$ cat config.mk
export PLATFORM = sky130hd
export DESIGN_NAME = calc_sequencer
export DESIGN_NICKNAME = d
export VERILOG_FILES = /design/src/rtl/calc_pkg.sv /design/src/rtl/decimal_entry.sv /design/src/rtl/calc_sequencer.sv
export SDC_FILE = /design/constraint.sdc
export NUM_CORES = 1
export LEC_CHECK = 0
export ABC_CLOCK_PERIOD_IN_PS = 6600
export BUFFER_PORTS_ARGS = -buffer_cell sky130_fd_sc_hd__clkbuf_2
export CORE_MARGIN = 8
export CORE_UTILIZATION = 65
export CTS_BUF_LIST = sky130_fd_sc_hd__clkbuf_4 sky130_fd_sc_hd__clkbuf_8
export CTS_CLUSTER_SIZE = 30
export DETAILED_ROUTE_END_ITERATION = 6
export PLACE_DENSITY = 0.95
export SETUP_SLACK_MARGIN = 0.15
export SYNTH_ARGS = -nofsm -noshare
export SYNTH_HDL_FRONTEND = slang
export SYNTH_HIERARCHICAL = 1
export SYNTH_SLANG_ARGS = --single-unit
export TNS_END_PERCENT = 30
$ cat constraint.sdc
create_clock -name clk -period 6.6 [get_ports clk]
set_input_delay 1.98 -clock clk [delete_from_list [all_inputs] [get_ports clk]]
set_output_delay 1.98 -clock clk [all_outputs]
set_load 0.005 [all_outputs]
$ cat src/rtl/calc_pkg.sv
// rtl/calc_pkg.sv - shared constants, operator codes and state encoding for the calculator sequencer
package calc_pkg;

  localparam int CALC_WIDTH   = 16;
  localparam int CALC_MAX_MAG = 32767;

  localparam logic [2:0] OP_NONE = 3'b000;
  localparam logic [2:0] OP_NEG  = 3'b001;
  localparam logic [2:0] OP_ADD  = 3'b010;
  localparam logic [2:0] OP_SUB  = 3'b011;
  localparam logic [2:0] OP_MUL  = 3'b100;

  localparam logic [15:0] ERR_DISPLAY = 16'h8000;

  typedef enum logic [2:0] {
    ST_ENTER_A,
    ST_ENTER_B,
    ST_EXEC,
    ST_WAIT_ALU,
    ST_RESULT,
    ST_ERROR
  } state_t;

  function automatic logic is_binary_op(input logic [2:0] op);
    return (op == OP_ADD) || (op == OP_SUB) || (op == OP_MUL);
  endfunction

endpackage

$ cat src/rtl/decimal_entry.sv
// rtl/decimal_entry.sv - sign/magnitude decimal operand register with digit append, reject, negate, clear and load
module decimal_entry
  import calc_pkg::*;
#(
  parameter int WIDTH   = CALC_WIDTH,
  parameter int MAX_MAG = CALC_MAX_MAG
) (
  input  logic             clk,
  input  logic             RST,
  input  logic             clear,
  input  logic             load,
  input  logic [WIDTH-1:0] load_value,
  input  logic             digit_en,
  input  logic [3:0]       digit,
  input  logic             neg_en,
  output logic [WIDTH-1:0] value,
  output logic             entered
);

  localparam int EW = WIDTH + 4;

  logic [WIDTH-1:0] mag;
  logic             sign;
  logic [EW-1:0]    appended;
  logic             fits;

  assign appended = EW'(mag) * EW'(10) + EW'(digit);
  assign fits     = (appended <= EW'(MAX_MAG));

  always_ff @(posedge clk) begin
    if (RST || clear) begin
      mag     <= '0;
      sign    <= 1'b0;
      entered <= 1'b0;
    end else if (load) begin
      // Magnitude of the most negative value still fits as an unsigned WIDTH-bit number.
      sign    <= load_value[WIDTH-1];
      mag     <= load_value[WIDTH-1] ? -load_value : load_value;
      entered <= 1'b0;
    end else begin
      if (digit_en) begin
        entered <= 1'b1;
        if (fits) begin
          mag <= appended[WIDTH-1:0];
        end
      end
      if (neg_en) begin
        sign <= ~sign;
      end
    end
  end

  assign value = sign ? -mag : mag;

endmodule

$ cat src/rtl/calc_sequencer.sv
// rtl/calc_sequencer.sv - calculator key/ALU sequencer; CALC_OVERFLOW_CHECK_EN adds the overflow ERROR state
module calc_sequencer
  import calc_pkg::*;
#(
  parameter int WIDTH   = CALC_WIDTH,
  parameter int MAX_MAG = CALC_MAX_MAG
) (
  input  logic             clk,
  input  logic             RST,
  input  logic             read_input,
  input  logic [3:0]       keypad_input,
  input  logic [2:0]       operator_input,
  input  logic             equal_input,
  output logic             key_read,
  output logic [WIDTH-1:0] alu_a,
  output logic [WIDTH-1:0] alu_b,
  output logic [2:0]       alu_op,
  output logic             alu_start,
  input  logic             alu_done,
  input  logic [WIDTH-1:0] alu_result,
  input  logic             alu_overflow,
  output logic [WIDTH-1:0] display_value,
  output logic             error,
  output logic             busy
);

  state_t           state, state_next;
  logic             armed, consume;
  logic             key_eq, key_neg, key_bin, key_digit;
  logic             op_we;
  logic             a_digit, a_neg, a_load;
  logic [WIDTH-1:0] a_load_value;
  logic             b_digit, b_neg, b_clear;
  logic [WIDTH-1:0] a_value, b_value;
  logic             b_entered, unused_a_entered;

  assign busy      = (state == ST_EXEC) || (state == ST_WAIT_ALU);
  assign consume   = read_input && armed && !busy;
  assign key_eq    = equal_input;
  assign key_neg   = !equal_input && (operator_input == OP_NEG);
  assign key_bin   = !equal_input && is_binary_op(operator_input);
  assign key_digit = !equal_input && (operator_input == OP_NONE) && (keypad_input <= 4'd9);

  always_ff @(posedge clk) begin
    if (RST) begin
      state    <= ST_ENTER_A;
      armed    <= 1'b1;
      key_read <= 1'b0;
      alu_op   <= OP_ADD;
    end else begin
      state    <= state_next;
      key_read <= consume;
      // Re-arm only after the front end drops its request, so a held key counts once.
      if (consume) armed <= 1'b0;
      else if (!read_input) armed <= 1'b1;
      if (op_we) alu_op <= operator_input;
    end
  end

  always_comb begin
    state_next   = state;
    op_we        = 1'b0;
    a_digit      = 1'b0;
    a_neg        = 1'b0;
    a_load       = 1'b0;
    a_load_value = '0;
    b_digit      = 1'b0;
    b_neg        = 1'b0;
    b_clear      = 1'b0;
    case (state)
      ST_ENTER_A: if (consume) begin
        if (key_bin) begin
          op_we = 1'b1; b_clear = 1'b1; state_next = ST_ENTER_B;
        end else if (key_neg) a_neg = 1'b1;
        else if (key_digit) a_digit = 1'b1;
      end
      ST_ENTER_B: if (consume) begin
        if (key_eq) state_next = ST_EXEC;
        else if (key_bin) op_we = 1'b1;
        else if (key_neg) b_neg = 1'b1;
        else if (key_digit) b_digit = 1'b1;
      end
      ST_EXEC: state_next = ST_WAIT_ALU;
      ST_WAIT_ALU: if (alu_done) begin
`ifdef CALC_OVERFLOW_CHECK_EN
        if (alu_overflow) state_next = ST_ERROR;
        else begin
          a_load = 1'b1; a_load_value = alu_result; state_next = ST_RESULT;
        end
`else
        a_load = 1'b1; a_load_value = alu_result; state_next = ST_RESULT;
`endif
      end
      // The result already lives in A, so chaining and repeat-equals reuse it directly.
      ST_RESULT: if (consume) begin
        if (key_eq) state_next = ST_EXEC;
        else if (key_bin) begin
          op_we = 1'b1; b_clear = 1'b1; state_next = ST_ENTER_B;
        end else if (key_neg) a_neg = 1'b1;
        else if (key_digit) begin
          a_load = 1'b1; a_load_value = WIDTH'(keypad_input); state_next = ST_ENTER_A;
        end
      end
`ifdef CALC_OVERFLOW_CHECK_EN
      ST_ERROR: if (consume && key_digit) begin
        a_load = 1'b1; a_load_value = WIDTH'(keypad_input); state_next = ST_ENTER_A;
      end
`endif
      default: state_next = ST_ENTER_A;
    endcase
  end

  always_comb begin
    display_value = a_value;
    case (state)
      ST_ENTER_B, ST_EXEC, ST_WAIT_ALU: display_value = b_entered ? b_value : a_value;
      ST_ERROR: display_value = WIDTH'(ERR_DISPLAY);
      default: display_value = a_value;
    endcase
  end

`ifdef CALC_OVERFLOW_CHECK_EN
  assign error = (state == ST_ERROR);
`else
  logic unused_overflow;
  assign unused_overflow = alu_overflow;
  assign error = 1'b0;
`endif

  assign alu_a     = a_value;
  assign alu_b     = b_value;
  assign alu_start = (state == ST_EXEC);

  decimal_entry #(.WIDTH(WIDTH), .MAX_MAG(MAX_MAG)) u_entry_a (
    .clk(clk), .RST(RST), .clear(1'b0), .load(a_load), .load_value(a_load_value),
    .digit_en(a_digit), .digit(keypad_input), .neg_en(a_neg),
    .value(a_value), .entered(unused_a_entered)
  );

  decimal_entry #(.WIDTH(WIDTH), .MAX_MAG(MAX_MAG)) u_entry_b (
    .clk(clk), .RST(RST), .clear(b_clear), .load(1'b0), .load_value('0),
    .digit_en(b_digit), .digit(keypad_input), .neg_en(b_neg),
    .value(b_value), .entered(b_entered)
  );

endmodule

==> results of run 1 <==
-- routing by layer --
layer / vias to the layer above / GRT usage / share of wire
met3: 85 / 0.0583 / 0.11
li1: 3136 / - / -
met4: 0 / 0.118 / 0.043
met5: - / 0 / 0
met1: 3035 / 0.345 / 0.42
met2: 396 / 0.441 / 0.43
-- registers in the layout, indices dropped and copies added (netlist names) --
register,cells
alu_op,3
armed,1
state,3
u_entry_b/mag,16
u_entry_a/mag,16
key_read,1
u_entry_b/sign,1
u_entry_a/sign,1
u_entry_b/entered,1
-- power breakdown --
part / internal, W / leakage (nW) / switching (W) / total, W
clock: 0.0000998 / 0.0549 / 0.0000926 / 0.000192
combinational: 0.000102 / 3.03 / 0.000149 / 0.000251
sequential: 0.000271 / 0.350 / 0.0000248 / 0.000295
-- stage by stage --
step,hold slack (ns),setup WS [ns],cells,util
global placement,0.446,1.69,1032,0.713
finish,0.473,1.60,1040,0.724
global route,0.512,1.39,1040,0.724
floorplan,0.462,2.45,856,-
CTS,0.475,1.65,1040,0.724
detailed placement,0.456,1.52,1032,0.713
-- cell usage in the layout, fill, tap and decap left out, types with 6 or more instances in the layout --
cell	n
xnor2_1	60
a211oi_1	6
o211ai_1	8
nand4_1	7
and3_1	8
nor4_1	6
nand2b_1	11
nand2_1	69
or3_1	12
clkbuf_2	81
dfxtp_1	43
o41ai_1	7
o21ai_0	53
inv_1	19
a22o_1	19
clkbuf_8	7
conb_1	59
o31ai_1	16
a21oi_1	39
mux2i_1	19
nor3_1	26
xor2_1	35
a31oi_1	13
o22ai_1	10
ha_1	66
a21o_1	16
nor2_1	41
and2_1	21
nand3_1	24
-- critical path: stages (launching register included) --
cell      delay, ns
dfxtp_1        0.43
nor3_1         0.25
nand2_1        0.10
or3_1          0.37
or3_1          0.39
o31ai_1        0.29
xnor2_1        0.28
o22a_1         0.22
o22ai_1        0.07
a21oi_1        0.18
clkbuf_2       0.15
-- worst max path at each step --
stage | start | endpoint | slack, ns
global placement | keypad_input[1] | u_entry_b/mag[14] | 1.69
detailed placement | keypad_input[1] | u_entry_b/mag[14] | 1.52
finish | u_entry_a/mag[0] | display_value[15] | 1.60
global route | u_entry_a/mag[0] | display_value[15] | 1.39
floorplan | u_entry_b/mag[1] | display_value[15] | 2.45
CTS | u_entry_a/mag[0] | display_value[15] | 1.65
-- final cells by class --
class                           instances  share of cell area
Sequential cell                        43               0.123
Inverter                               19              0.0102
Tap cell                              133              0.0238
Timing Repair Buffer                   82              0.0592
Clock buffer                            8              0.0149
Multi-Input combinational cell        755               0.769
==> run summary, run 1 <==
The biggest fanout along the worst timing path is 8. The endpoint identified for the worst register-to-register timing path is u_entry_a/mag[0]. Across the run, the number of max-cap violations was 0. The first-pass GRT wire length came out at about 30000 µm. The remaining number of nets flagged by the antenna check after routing came out at 0. For this design the ratio of total power to cell area is between 100 and 150 nW/µm².

The setup clock skew after layout is about 0.0070 ns. The data arrival time of the worst path is 3.02 ns. Gates resized during post-CTS repair numbered 0.

In this run the register-to-register setup slack is around 1.8 ns. The average detailed-routed wire length per instance came out at 18.1 µm. The period utilization is 0.758. For hold timing, the worst endpoint is alu_op[1]. The detailed-route DRC error count is 0. The number of clock sinks came out at 43.

The pin count of the biggest net entering global routing is 19. The number of top-level design ports is 84. Dividing the detail-routed via count by the number of cells gives 6.40. The number of buffers inserted during clock tree synthesis came out at 5.

STA classifies the critical path endpoint as a primary output. The analysis attributes to cell leakage a power of 3.43 nW. The area of the mapped netlist came out at roughly 6300 µm². The floorplan step set the die width to between 100 and 150 µm.

The worst hold path begins at alu_op[1]. Row generation in the floorplan step produced 36 rows. The area taken by multi-input logic gates is 5360 µm². The critical path is of the reg2out type. In this run the standard cell core region covers 9640 µm².

The final max-slew violation count came out at 0. The final layout contains 1005 nets. Setup repair after global routing left no endpoint under its margin. The count of input and output buffers is between 80 and 90. The standard cell area after detailed placement came out at around 6900 µm². The DRC marker count from the first detailed-route iteration is 750. The number of hold buffers added after cts came out at 0. CTS placed an instance of clkbuf_8 at the clock tree root. The initial antenna violation count came out at 0. The minimum clock period after layout came out at 5.00 ns. The clock latency reported for the late side of the worst-skew pair came out at 0.30 ns.

The number of instances in the synthesized netlist is 798. TritonCTS built the clock tree. The number of vias after detailed routing is ~6700.

The source of the worst register-to-register timing path is u_entry_a/mag[1]. The fill cell instance count of the final layout is slightly above 700. The maximum VDD drop came out at approximately 77 µV. In the final layout, the share of cells above drive strength 1 is 0.142. The worst hold path was traced through 2 stages.

The global-route usage over all layers came out at 0.274. The sum of internal, switching and leakage power came out at 0.000739 W. STA classifies the critical path startpoint as a flip-flop.

The die height is about 110 µm. The clock transition at the registers of the reported paths came out at ~0.090 ns. The cell area after layout came out at 6980 µm². The number of endpoints with negative hold slack in the final report came out at 0.

The area overhead of the layout relative to synthesis came out at 10.1%. The maximum level of the CTS H-tree is 2. The flow ran to the end, and the final reports show no timing, DRC or antenna violations.

The placer's final routability congestion estimate is 0.936. Counting along the longest clock path gives a buffer depth of 2. In this run the worst hold path is classified as reg2reg. The worst endpoint required time came out at about 4.6 ns. The area of the die came out at 13200 µm². The placed wire-length estimate after detailed placement came out at 14400 µm. The first TritonRoute pass finished after 6 iterations. During synthesis, Yosys emitted a total of 6 warnings.

The setup violation total in the final timing report came out at 0. The effective utilization at floorplan came out at 0.657. The wire length reported by the detailed router came out at 18800 µm. After global routing the overflow that remains totals 0.

The fmax came out at 200 MHz. The number of global-route vias before repair is ~6200. The area taken by flip-flops and latches is 861 µm². Adding up every negative setup slack in the final design gives 0 ns. The number of antenna diodes in the final layout is 0. The slew of the pin with the lowest slew margin is 1.15 ns. In this run the tightest slew margin relative to its limit is 0.231. The count of cells along the worst register-to-register path is 12. Post-CTS timing repair inserted 0 buffers for setup.

Each instance of the synthesized netlist takes up on average 7.94 µm².
Note: power is estimated with default switching activity, not from simulation.
==> inputs of run 2 (changes only) <==
- ABC_AREA: unset -> 1
- ABC_CLOCK_PERIOD_IN_PS: 6600 -> 4100
- CORE_UTILIZATION: 65 -> 56
- PLACE_DENSITY: 0.95 -> 0.9
- clock period: 6.6 -> 4.1 ns (I/O delays scaled with it)
==> run 2 against run 1 <==
  * Wire length is 16% higher
  * Cell area is 24% higher
  * Die area is 32% higher
  * Critical endpoint is now display_value[12]
  * Largest power group is now combinational logic
==> run summary, run 2 <==
STA classifies the critical path startpoint as a flip-flop. The average detailed-routed wire length per instance is about 13 µm. The first global-routing pass estimated around 36000 µm of wire. The max-cap check violation count is 0. The worst endpoint required time is approximately 2.9 ns. Among cell families on the critical path, the largest total delay comes from simple AND/OR/NAND/NOR gates. The final cell utilization of the core came out at 0.656.

The fraction of final layout cells sized beyond drive strength 1 came out at 0.188. Relative to the synthesized area, the layout overhead comes to 15.0%. The die covers between 15000 and 20000 µm². The effective utilization at floorplan is 0.570. The startpoint identified for the worst hold timing path is alu_op[2]. The reg2reg setup slack is 0.37 ns. The detailed-route DRC error count is 0. The setup violation total in the final timing report came out at 0. At the placement stage, the worst setup path has a slack of 0.227 ns. TritonCTS built the clock tree. After clock tree synthesis, the clock-pin slew on the worst setup and hold paths is ~0.090 ns. Setup repair after global routing could not meet its margin everywhere.

The cell count of the worst hold path is 2. The wire length reported by the detailed router is 21700 µm. The slowest stage of the critical path is the dfxtp_4 cell.

The number of warnings printed during yosys synthesis came out at 6. The final worst-path setup slack is 0.249 ns. The period utilization is 0.939.

The tree is rooted in a clkbuf_8. The number of clock sinks came out at 43. The pin count of the biggest net entering global routing came out at 30. The detailed router placed 8654 vias in this run. The number of endpoints with negative hold slack in the final report is 0. Static timing analysis puts the maximum clock frequency at 260 MHz.

CTS built an H-tree with a depth of 2. The library cell used most frequently in the layout, excluding fill and tap cells, is nand2_1. The worst register-to-register path ends at u_entry_a/mag[9].

The number of global-route vias before repair came to 7950. The count of inserted antenna diode cells came out at 0. The path with the worst hold slack has its endpoint at alu_op[2].

Leaving out fill and tap cells, the most frequent cells in the layout are 351 x nand2_1, 169 x inv_1, 160 x nor2_1. The final max-slew violation count came out at 0. Once detail routing completed, the nets flagged for antenna violations numbered 0. The setup clock skew after layout is 0.00980 ns. The number of nets in the layout came out at ~1600. The category of the critical setup timing path is reg2out. The count of cells along the worst register-to-register path is 22.

The placed wire-length estimate after detailed placement came out at ~17000 µm. Pin placement for this block handled 84 I/O pins. The power density relative to cell area is 235 nW/µm². In the final layout, the registers with the most flip-flops are u_entry_a/mag x16, u_entry_b/mag x16. The critical path contains buffers and inverters numbering 5 combined.

The die height is 132 µm. Dividing the detail-routed via count by the number of cells gives 5.31. The tightest min-delay check is of the reg2reg type.

Clock latency on the worst-skew pair, taken at its later pin, is 0.30 ns. The floorplan step set the die width to between 100 and 150 µm. Counting the buffers created by CTS gives 5. The DRC marker count from the first detailed-route iteration is roughly 860.

The signal on the critical path passes through inv_2, ha_2, inv_2, nor3_4, inv_1, nor3_2, nor3b_4, a31oi_2, inv_2, nand2_1, xor2_2, nand2_1, o21ai_0, nand2_1, o21ai_0, buf_2. Data arrives at the worst endpoint at 2.62 ns. The count of non-filler cells in the finished layout came out at 1630.

The largest single stage delay on the critical path is 0.37 ns. The number of placed cells counting well taps came out at 1608. The biggest fanout along the worst timing path came out at 4.

The area of the mapped netlist is 7520 µm². No sink is reached through more buffers than the 2 on the longest clock path. The startpoint identified for the worst register-to-register timing path is u_entry_a/mag[1].

The sum of overflow across all layers after global routing is 0. The number of placement rows came out at 42. The number of iterations in the first detailed-routing pass came out at 6. The worst max-slew margin expressed relative to the limit is 0.249.

The mean cell area of the mapped netlist came out at 5.71 µm². The count of input and output buffers is 81. The core region area is 13200 µm². The maximum VDD drop came out at about 250 µV. The initial antenna violation count is 0. The minimum clock period after layout came out at 3.85 ns. The setup TNS after final layout came out at 0 ns.

The global-route usage over all layers is 0.239. The slew of the pin with the lowest slew margin is 1.12 ns. Summed over all cells, the static leakage comes to 4.53 nW. The capturing element type of the critical path is a primary output. The run finished with clean final reports. The number of instances in the synthesized netlist came out at between 1000 and 1500.

The placer's final routability congestion estimate came out at 0.927.
-- run 2: final cells by class --
class	instances	area (µm²)
Tap cell	176	220
Fill cell	1199	4540
Sequential cell	43	870
Clock buffer	6	76.3
Inverter	194	728
Timing Repair Buffer	108	646
Clock inverter	2	12.5
Multi-Input combinational cell	1101	6100
-- run 2: worst min-delay path, delay by kind of cell, from the launching register on --
kind | cells | cell delay, ns
AND/OR/NAND/NOR | 2 | 0.14
flip-flops | 1 | 0.32
-- run 2: stage by stage --
stage / hold slack (ns) / cell area (µm²) / total power [W]
finish: 0.493 / 8650 / 0.00203
floorplan: 0.451 / 7720 / 0.00136
global route: 0.533 / 8650 / 0.00221
CTS: 0.497 / 8420 / 0.00196
global placement: 0.459 / 8290 / 0.00166
detailed placement: 0.479 / 8290 / 0.00168
-- run 2: how the worst max path moves through the flow --
stage	start	slack (ns)	end	cells past startpoint
6_report	u_entry_b/mag[0]	0.25	display_value[12]	16
3_5_place_dp	keypad_input[1]	0.23	u_entry_a/mag[6]	18
3_3_place_gp	keypad_input[2]	0.27	u_entry_a/mag[12]	21
2_1_floorplan	keypad_input[1]	0.77	u_entry_a/mag[7]	19
5_1_grt	u_entry_a/mag[0]	0.07	display_value[13]	14
4_1_cts	u_entry_a/mag[1]	0.12	display_value[14]	16
-- run 2: layer usage --
layer | global-route usage | share of wire | vias to the layer above
li1 | - | - | 4432
met5 | 0 | 0 | -
met4 | 0.0708 | 0.027 | 0
met1 | 0.329 | 0.47 | 3839
met2 | 0.375 | 0.43 | 340
met3 | 0.0373 | 0.077 | 43
-- run 2: timing repair --
item                       4_1_cts  5_1_grt
hold buffers                     0        0
gates cloned                     0        0
setup endpoints to repair        4       24
buffers inserted                 0       14
pin swaps                        0        9
gates resized for setup          6       38
-- run 2: power breakdown --
| part | internal (W) | total (W) | switching, W |
|---|---|---|---|
| combinational | 0.000425 | 0.00121 | 0.000782 |
| sequential | 0.000461 | 0.000548 | 0.0000864 |
| clock | 0.000126 | 0.000279 | 0.000153 |
| total | 0.00101 | 0.00203 | 0.00102 |
